File: src/rtl/ika9958_regwr.sv
// ika9958_regwr: CPU port-write decoder owning the VDP 64x8 register file, VRAM address setup and palette writes
module ika9958_regwr (
  input  logic             i_EMUCLK,
  input  logic             i_RST_n,
  input  logic             i_WR,
  input  logic             i_RD,
  input  logic [1:0]       i_MODE,
  input  logic [7:0]       i_DB,
  output logic [63:0][7:0] o_REG,
  output logic             o_REGWR_STB,
  output logic [5:0]       o_REGWR_NUM,
  output logic             o_VADDR_STB,
  output logic [13:0]      o_VADDR,
  output logic             o_VADDR_WR,
  output logic             o_PAL_WE,
  output logic [3:0]       o_PAL_ADDR,
  output logic [8:0]       o_PAL_DATA
);
  logic       phase, pphase;
  logic [7:0] latch;
  logic [2:0] pal_r, pal_b;
  logic       wr1, wr2, wr3, rd1, reg_wr, vaddr_wr;
  logic [5:0] reg_num;
  logic [7:0] reg_val;
  always_comb begin
    wr1 = i_WR && i_MODE == 2'd1;
    wr2 = i_WR && i_MODE == 2'd2;
    wr3 = i_WR && i_MODE == 2'd3;
    rd1 = i_RD && !i_WR && i_MODE == 2'd1;
    reg_num = wr3 ? o_REG[17][5:0] : i_DB[5:0];
    reg_val = wr3 ? i_DB : latch;
    reg_wr = (wr3 || (wr1 && phase && i_DB[7])) && reg_num != 6'd24 && reg_num < 6'd47 && !(wr3 && reg_num == 6'd17);
    vaddr_wr = wr1 && phase && !i_DB[7];
  end
  always_ff @(posedge i_EMUCLK or negedge i_RST_n)
    if (!i_RST_n) begin
      o_REG <= '0;
      phase <= 1'b0;
      pphase <= 1'b0;
      latch <= '0;
      pal_r <= '0;
      pal_b <= '0;
      o_REGWR_STB <= 1'b0;
      o_REGWR_NUM <= '0;
      o_VADDR_STB <= 1'b0;
      o_VADDR <= '0;
      o_VADDR_WR <= 1'b0;
      o_PAL_WE <= 1'b0;
      o_PAL_ADDR <= '0;
      o_PAL_DATA <= '0;
    end else begin
      o_REGWR_STB <= reg_wr;
      o_VADDR_STB <= vaddr_wr;
      o_PAL_WE <= wr2 && pphase;
      if (reg_wr) begin
        o_REG[reg_num] <= reg_val;
        o_REGWR_NUM <= reg_num;
      end
      if (wr3 && !o_REG[17][7]) o_REG[17][5:0] <= o_REG[17][5:0] + 6'd1;
      if (wr1) phase <= !phase;
      else if (rd1) phase <= 1'b0;
      if (wr1 && !phase) latch <= i_DB;
      if (vaddr_wr) begin
        o_VADDR <= {i_DB[5:0], latch};
        o_VADDR_WR <= i_DB[6];
      end
      if (wr2) pphase <= !pphase;
      if (wr2 && !pphase) begin
        pal_r <= i_DB[6:4];
        pal_b <= i_DB[2:0];
      end
      if (wr2 && pphase) begin
        o_PAL_ADDR <= o_REG[16][3:0];
        o_PAL_DATA <= {pal_r, i_DB[2:0], pal_b};
        o_REG[16] <= {4'd0, o_REG[16][3:0] + 4'd1};
      end
      if (reg_wr && reg_num == 6'd16) pphase <= 1'b0;
    end
endmodule
File: config.mk
export PLATFORM = sky130hd
export DESIGN_NAME = ika9958_regwr
export DESIGN_NICKNAME = d
export VERILOG_FILES = /design/src/rtl/ika9958_regwr.sv
export SDC_FILE = /design/constraint.sdc
export NUM_CORES = 1
export LEC_CHECK = 0
export CORE_AREA = 2 2 218 220
export CTS_BUF_LIST = sky130_fd_sc_hd__clkbuf_16
export CTS_CLUSTER_SIZE = 12
export DETAILED_ROUTE_END_ITERATION = 16
export DIE_AREA = 0 0 220 222
export PLACE_DENSITY = 0.76
export SKIP_CTS_REPAIR_TIMING = 1
export SLEW_MARGIN = 20
export SYNTH_ARGS = -nofsm -noshare
export SYNTH_HDL_FRONTEND = slang
export SYNTH_SLANG_ARGS = --single-unit
File: constraint.sdc
create_clock -name i_EMUCLK -period 4.64 [get_ports i_EMUCLK]
set_input_delay 0.928 -clock i_EMUCLK [delete_from_list [all_inputs] [get_ports i_EMUCLK]]
set_output_delay 0.928 -clock i_EMUCLK [all_outputs]
set_load 0.005 [all_outputs]
==> impl_results.md, run 1 <==
- Reg power frac: around 48%
- Top delay family on crit path: compound AO/OA/AOI/OAI gates
- Die width: roughly 220 um
- Clock root cell: clkbuf_16
- # H-tree levels: 2
- Synth unique cells: 58
- Area Growth Syn to Fin: 35.6%
- Detailed Routing Iterations Pass 1: 5
- # setup viols final: 0
- Core area: 0.0463 sq mm
- Async set-reset flop share out of synthesis: 100%
- Fin nets: between 1500 and 2000
- Die Ht: 222 um
- Tmin final: between 3 and 4 ns
- Worst skew pair latency: a little over 0.6 ns
- Vias in the first global route: 14159
- Switching power: ~3300 uW
- R2R depth: 5
- Worst EP arrival: between 4 and 5 ns
- Synth area leaders: dfrtp_1 (67%), mux2_2 (19%), clkbuf_1 (3.3%)
- Max Cap Viol: 0
- Final Hold Vio Count: 0
- Top FF cell, synth: dfrtp_1
- WL per Instance: approximately 24 um
- Crit-path max cell delay: 0.70 ns
- Internal: 8700 uW
- Syn Nets: 1482
- Number of remaining DRC errors: 0
- Remaining global-route overflow: 0
- Fill cells: around 3500
- Buffers on Ports: about 560
- Post-route ant nets: 0
- Vias: 13132
- Final core occ: ~62%
- FF-to-FF End: o_REG[44]
- Std cell rows: 79
- Worst endpoint required time: 5.14 ns
- Diode count: 0
- Vias per Instance: 5.17
- Worst flop-to-flop path startpoint: o_REG[140]
- Worst path slowest cell: and3_1
- Mapped Area: 0.0212 sq mm
- Clock slew at reported path FFs: roughly 0.060 ns
- Final Skew: 0.0231 ns
- WL final: 61.1 mm
- Post-DP HPWL: 42.6 mm
- Commonest non-fill, non-tap cells in the layout: dfrtp_1 (565), clkdlybuf4s50_1 (561), mux2_2 (359)
- RSZ-0062 raised after global routing: no
- Critical path type: in -> reg
- Crit-path cells: clkdlybuf4s50_1 -> and3_1 -> a32oi_2 -> a21oi_2 -> nand2_2 -> mux2_2
- R2R Setup Slk: 1.74 ns
- Setup crit end kind: register
- Critical-path maximum fanout: 18
- Synth area leader: dfrtp_1
- Register bit total from synthesis: 565
- Setup TNS: 0 ns
- Post-synth EDFFs: 0
- Antenna violations before repair: 0
- Register area share after synthesis: 66.8%
- Leak: 0.0135 uW
- Commonest non-fill, non-tap cell in the layout: dfrtp_1
- Result of the run: finished, final reports clean
- Synth top area share: 66.8%
- Buffers & Inverters on Critical Path: 1
- Placer Congestion: 0.850
- Fin crit share: ~77%
- Switching share of total power: 27.3%
- Total power: ~12000 uW
- Max rail drop VDD: 0.314 mV
- Pin count of the biggest net entering global routing: 111
- I/O pins: 563
- Slew @ Worst Pin: 1.16 ns
- Yosys Warn Count: 0
- Multi-input gate area: 0.00618 sq mm
- Power density over cell area: 417 mW/mm^2
- Iteration-0 DRC count of the detailed router: a little over 800
- Setup crit start kind: input pin
- Die Area: 0.0488 sq mm
- First-pass GRT wire length: 91.6 mm
- Clk sink count: between 500 and 600
- Syn Area/Cell: 14.4 sq um
- Gate power share: 18.3%
- Clk pwr share: 34.0%
- Post-Syn Instances: 1466
- Final Slew Violations: 0
- CTS max path bufs: 3
- Total CTS buffers: 57
- CTS tree: yes
- Register area: around 0.014 sq mm
- Slew margin rel.: between 20% and 30%
- Initial Util: 45.8%
- Maximum clock rate: 278 MHz
- Hold crit path type: in -> async
- Total track usage: between 20% and 30%
- Share of cells above drive strength 1: 27.8%
- Min Hold Slack: 0.370 ns
per-stage QoR:
stage	instances	worst slack, ns	area, sq um
final	2539	1.04	28700
after CTS	2539	1.08	28700
after global placement	2454	0.511	27100
after global routing	2539	0.887	28700
after detailed placement	2454	0.421	27100
after floorplan	1466	2.01	21200
kinds of logic (layout without fill, tap and decap cells):
family / Yosys count / in the layout / synth area share, %
flops: 565 / 565 / 66.8
compound gates: 64 / 64 / 2.36
fa+ha+maj: 2 / 2 / 0.118
mux: 383 / 383 / 20.5
simple gates: 235 / 235 / 6.03
buf+inv: 216 / 682 / 4.18
xor+xnor: 1 / 1 / 0.0414
worst max path at each step:
stage          startpoint    endpoint  slack [ns]  depth (start not counted)
3_5_place_dp    i_MODE[1]  o_REG[365]        0.42                          6
3_3_place_gp    i_MODE[1]   o_REG[40]        0.51                          6
2_1_floorplan     i_DB[2]  o_REG[256]        2.01                          6
6_report        i_MODE[1]   o_REG[44]        1.04                          6
5_1_grt         i_MODE[1]  o_REG[172]        0.89                          6
4_1_cts         i_MODE[1]   o_REG[44]        1.08                          6
layer usage:
| metal | wire (um) | vias up | share of wire, % | global-route usage (%) |
|---|---|---|---|---|
| met4 | 2120 | 0 | 3.5 | 8.77 |
| met3 | 4860 | 119 | 8.0 | 8.16 |
| met1 | 23800 | 6811 | 39 | 30.8 |
| met5 | 0 | - | 0 | 0 |
| met2 | 30300 | 469 | 50 | 41.6 |
| li1 | - | 5733 | - | - |
cell type report:
cell class | instances | area share [%]
clock buffer | 57 | 4.97
clock inverter | 28 | 0.601
inverter | 3 | 0.0392
multi-input combinational | 685 | 21.5
sequential | 565 | 49.2
tap | 607 | 2.65
timing repair buffer | 594 | 21.0
flip-flops by register name, indices dropped and copies added, names as in the netlist, 3 cells and up:
signal       flops
latch            8
o_PAL_ADDR       4
o_PAL_DATA       9
o_REG          512
o_REGWR_NUM      6
o_VADDR         14
pal_b            3
pal_r            3
power groups by stage:
stage	Combinational, uW	Sequential, uW	Clock (uW)
floorplan	779	5720	0
detailed placement	2220	5790	0
global placement	2180	5760	0
CTS	2230	5710	4160
global route	2360	5770	4370
finish	2190	5710	4070
synthesized netlist by cell type, types with 4 or more instances:
library cell / n
mux2_1: 5
o21ai_0: 8
nand2b_1: 5
nand3_1: 10
a21oi_1: 24
nor3b_1: 7
nor2_1: 34
mux2_2: 359
clkbuf_1: 185
nand2_1: 98
dfrtp_1: 565
buf_2: 17
nand4b_1: 6
mux2_4: 8
mux2i_1: 10
buf_4: 4
and3_1: 4
nand3b_1: 8
a221o_1: 6
nor3_1: 6
nor2_4: 15
nand2_2: 21
Note: power is estimated with default switching activity, not from simulation.
==> run 2: changes to the inputs <==
clock period = 3.6 ns   (was 4.64 ns; I/O delays follow)
==> impl_results.md, run 2 (synthesized netlist as in run 1, its figures left out) <==
- Result of the run: finished, final reports clean
- Antenna violations before repair: 0 (unchanged)
- Clock slew at reported path FFs: 0.06 ns (about the same)
- Switching power: 4190 uW (+28%)
- Placer Congestion: 0.886 (+4.3%)
- Die Area: 0.0488 sq mm (unchanged)
- Most flops, register: o_REG
- Crit-path cells: clkdlybuf4s50_1 -> nand3_2 -> buf_4 -> mux2i_1 -> a211oi_2 -> buf_4 -> nor2_1 -> a21oi_1
- Max FFs per register: 512 (unchanged)
- RSZ-0062 raised after global routing: no
- I/O pins: 563 (unchanged)
- CTS tree: yes
- Remaining global-route overflow: 0 (unchanged)
- First-pass GRT wire length: 92.7 mm (+1.2%)
- Largest registers: o_REG x512, o_VADDR x14, o_PAL_DATA x9
- Crit-path most repeated cell: buf_4
- Vias: 13258 (+0.96%)
- Design area: 0.0288 sq mm (+0.37%)
- R2R Setup Slk: 1.02 ns (-0.72 ns)
- Iteration-0 DRC count of the detailed router: 760 (-8.3%)
- Setup crit end kind: register
- Worst flop-to-flop path startpoint: o_REG[136]
- Worst endpoint required time: 4.05 ns (-1.09 ns)
- CTS max path bufs: 3 (unchanged)
- Hold crit path type: in -> async
- Critical-path maximum fanout: 14 (-4)
- Setup crit start kind: input pin
- Setup TNS: 0 ns (unchanged)
- Vias in the first global route: 14291 (+0.93%)
- Worst EP arrival: 3.29 ns (-0.80 ns)
- Clk pwr share: 34.8% (+0.8 points)
- Commonest non-fill, non-tap cell in the layout: dfrtp_1
- Worst skew pair latency: 0.60 ns (about the same)
- Detailed Routing Iterations Pass 1: 5 (unchanged)
- Multi-input gate area: 0.00618 sq mm (unchanged)
- Commonest non-fill, non-tap cells in the layout: dfrtp_1 (565), clkdlybuf4s50_1 (561), mux2_2 (359)
- Std cell rows: 79 (unchanged)
- Gate power share: 18.0% (-0.3 points)
- Core area: 0.0463 sq mm (unchanged)
- Die Ht: 222 um (unchanged)
- # setup viols final: 0 (unchanged)
- Reg power frac: 47.3% (-0.4 points)
- FF-to-FF End: o_REG[332]
- Total CTS buffers: 57 (unchanged)
- Vias per Instance: 5.19 (+0.33%)
- Die width: 220 um (unchanged)
- DP Area: 0.0272 sq mm (+0.18%)
- Number of remaining DRC errors: 0 (unchanged)
- Slew margin rel.: 24.0% (+1.1 points)
- Slew @ Worst Pin: 1.11 ns (-0.0482 ns)
- Total track usage: 25.3% (+0.22 points)
- Final Hold Vio Count: 0 (unchanged)
- Slack of the critical path: 0.761 ns (-0.283 ns)
- Placement Setup Slack: 0.156 ns (-0.265 ns)
- Clk sink count: 565 (unchanged)
- Internal: 11400 uW (+31%)
- Post-DP HPWL: 43.0 mm (+1.1%)
- Pin count of the biggest net entering global routing: 114 (+2.7%)
- Share of cells above drive strength 1: 28.3% (+0.49 points)
- # H-tree levels: 2 (unchanged)
- Initial Util: 45.8% (unchanged)
- Final Slew Violations: 0 (unchanged)
- Maximum clock rate: 352 MHz
- Final Skew: 0.0101 ns (-0.0131 ns)
- WL final: 61.6 mm (+0.92%)
- Critical path type: in -> reg
- Diode count: 0 (unchanged)
- Fin crit share: between 70% and 80%
- Fin nets: 1937 (+0.78%)
- Leak: 0.0136 uW (+0.51%)
- Total power: 15600 uW (+30%)
- Fill cells: 3455 (-1.0%)
- Buffers on Ports: 562 (unchanged)
- Area Growth Syn to Fin: 36.1%
- WL per Instance: 24.1 um (+0.29%)
- Register area: 0.0141 sq mm (unchanged)
- Switching share of total power: 26.9% (-0.41 points)
- Max rail drop VDD: 0.445 mV (+42%)
- Post-route ant nets: 0 (unchanged)
- Clock root cell: clkbuf_16
- Max Cap Viol: 0 (unchanged)
- Tmin final: 2.84 ns
- Crit-path max cell delay: 0.63 ns (-0.07 ns)
- Power density over cell area: 541 mW/mm^2 (+30%)
- Worst path slowest cell: mux2i_1
- R2R depth: 4 (-1)
[run 2: area by class of cell]
class	count	area share (%)
clock inverter	29	0.795
multi-input combinational	685	21.4
inverter	3	0.0391
timing repair buffer	609	21.1
tap	607	2.64
sequential	565	49.1
clock buffer	57	4.95
[run 2: metal layers]
layer / track usage, % / vias to the layer above / share of wire, %
met5: 0 / - / 0
met4: 9.18 / 0 / 3.2
li1: - / 5786 / -
met1: 31.6 / 6870 / 40
met2: 42.0 / 485 / 50
met3: 7.13 / 117 / 7.4
[run 2: critical path, delay by kind of cell]
kind,cells,cell delay (ns)
buffers and inverters,3,1.12
multiplexers,1,0.63
AND/OR/NAND/NOR,2,0.53
AO/OA/AOI/OAI,2,0.26
[run 2: power by group through the flow]
stage	Clock, uW	Sequential (uW)	Combinational, uW
after floorplan	0	7380	1000
after global placement	0	7440	2770
after detailed placement	0	7480	2830
after CTS	5530	7370	2840
after global routing	5800	7440	3000
final	5420	7370	2800
[run 2: worst max path at each step]
stage	startpoint	end	slack (ns)	cells after the start
final	i_MODE[0]	o_REG[268]	0.76	8
after global routing	i_MODE[0]	o_REG[290]	0.57	6
after CTS	i_MODE[1]	o_REG[268]	0.79	8
after detailed placement	i_MODE[1]	o_REG[290]	0.16	6
after global placement	i_MODE[1]	o_REG[85]	0.22	5
after floorplan	i_DB[2]	o_REG[256]	1.18	6
[run 2: stage by stage]
stage / util (%) / hold WS (ns) / instances
4_1_cts: 62.3 / 0.0688 / 2555
6_report: 62.3 / 0.0796 / 2555
2_1_floorplan: - / 0.424 / 1466
3_3_place_gp: 58.7 / 0.364 / 2469
3_5_place_dp: 58.7 / 0.364 / 2469
5_1_grt: 62.3 / 0.0957 / 2555
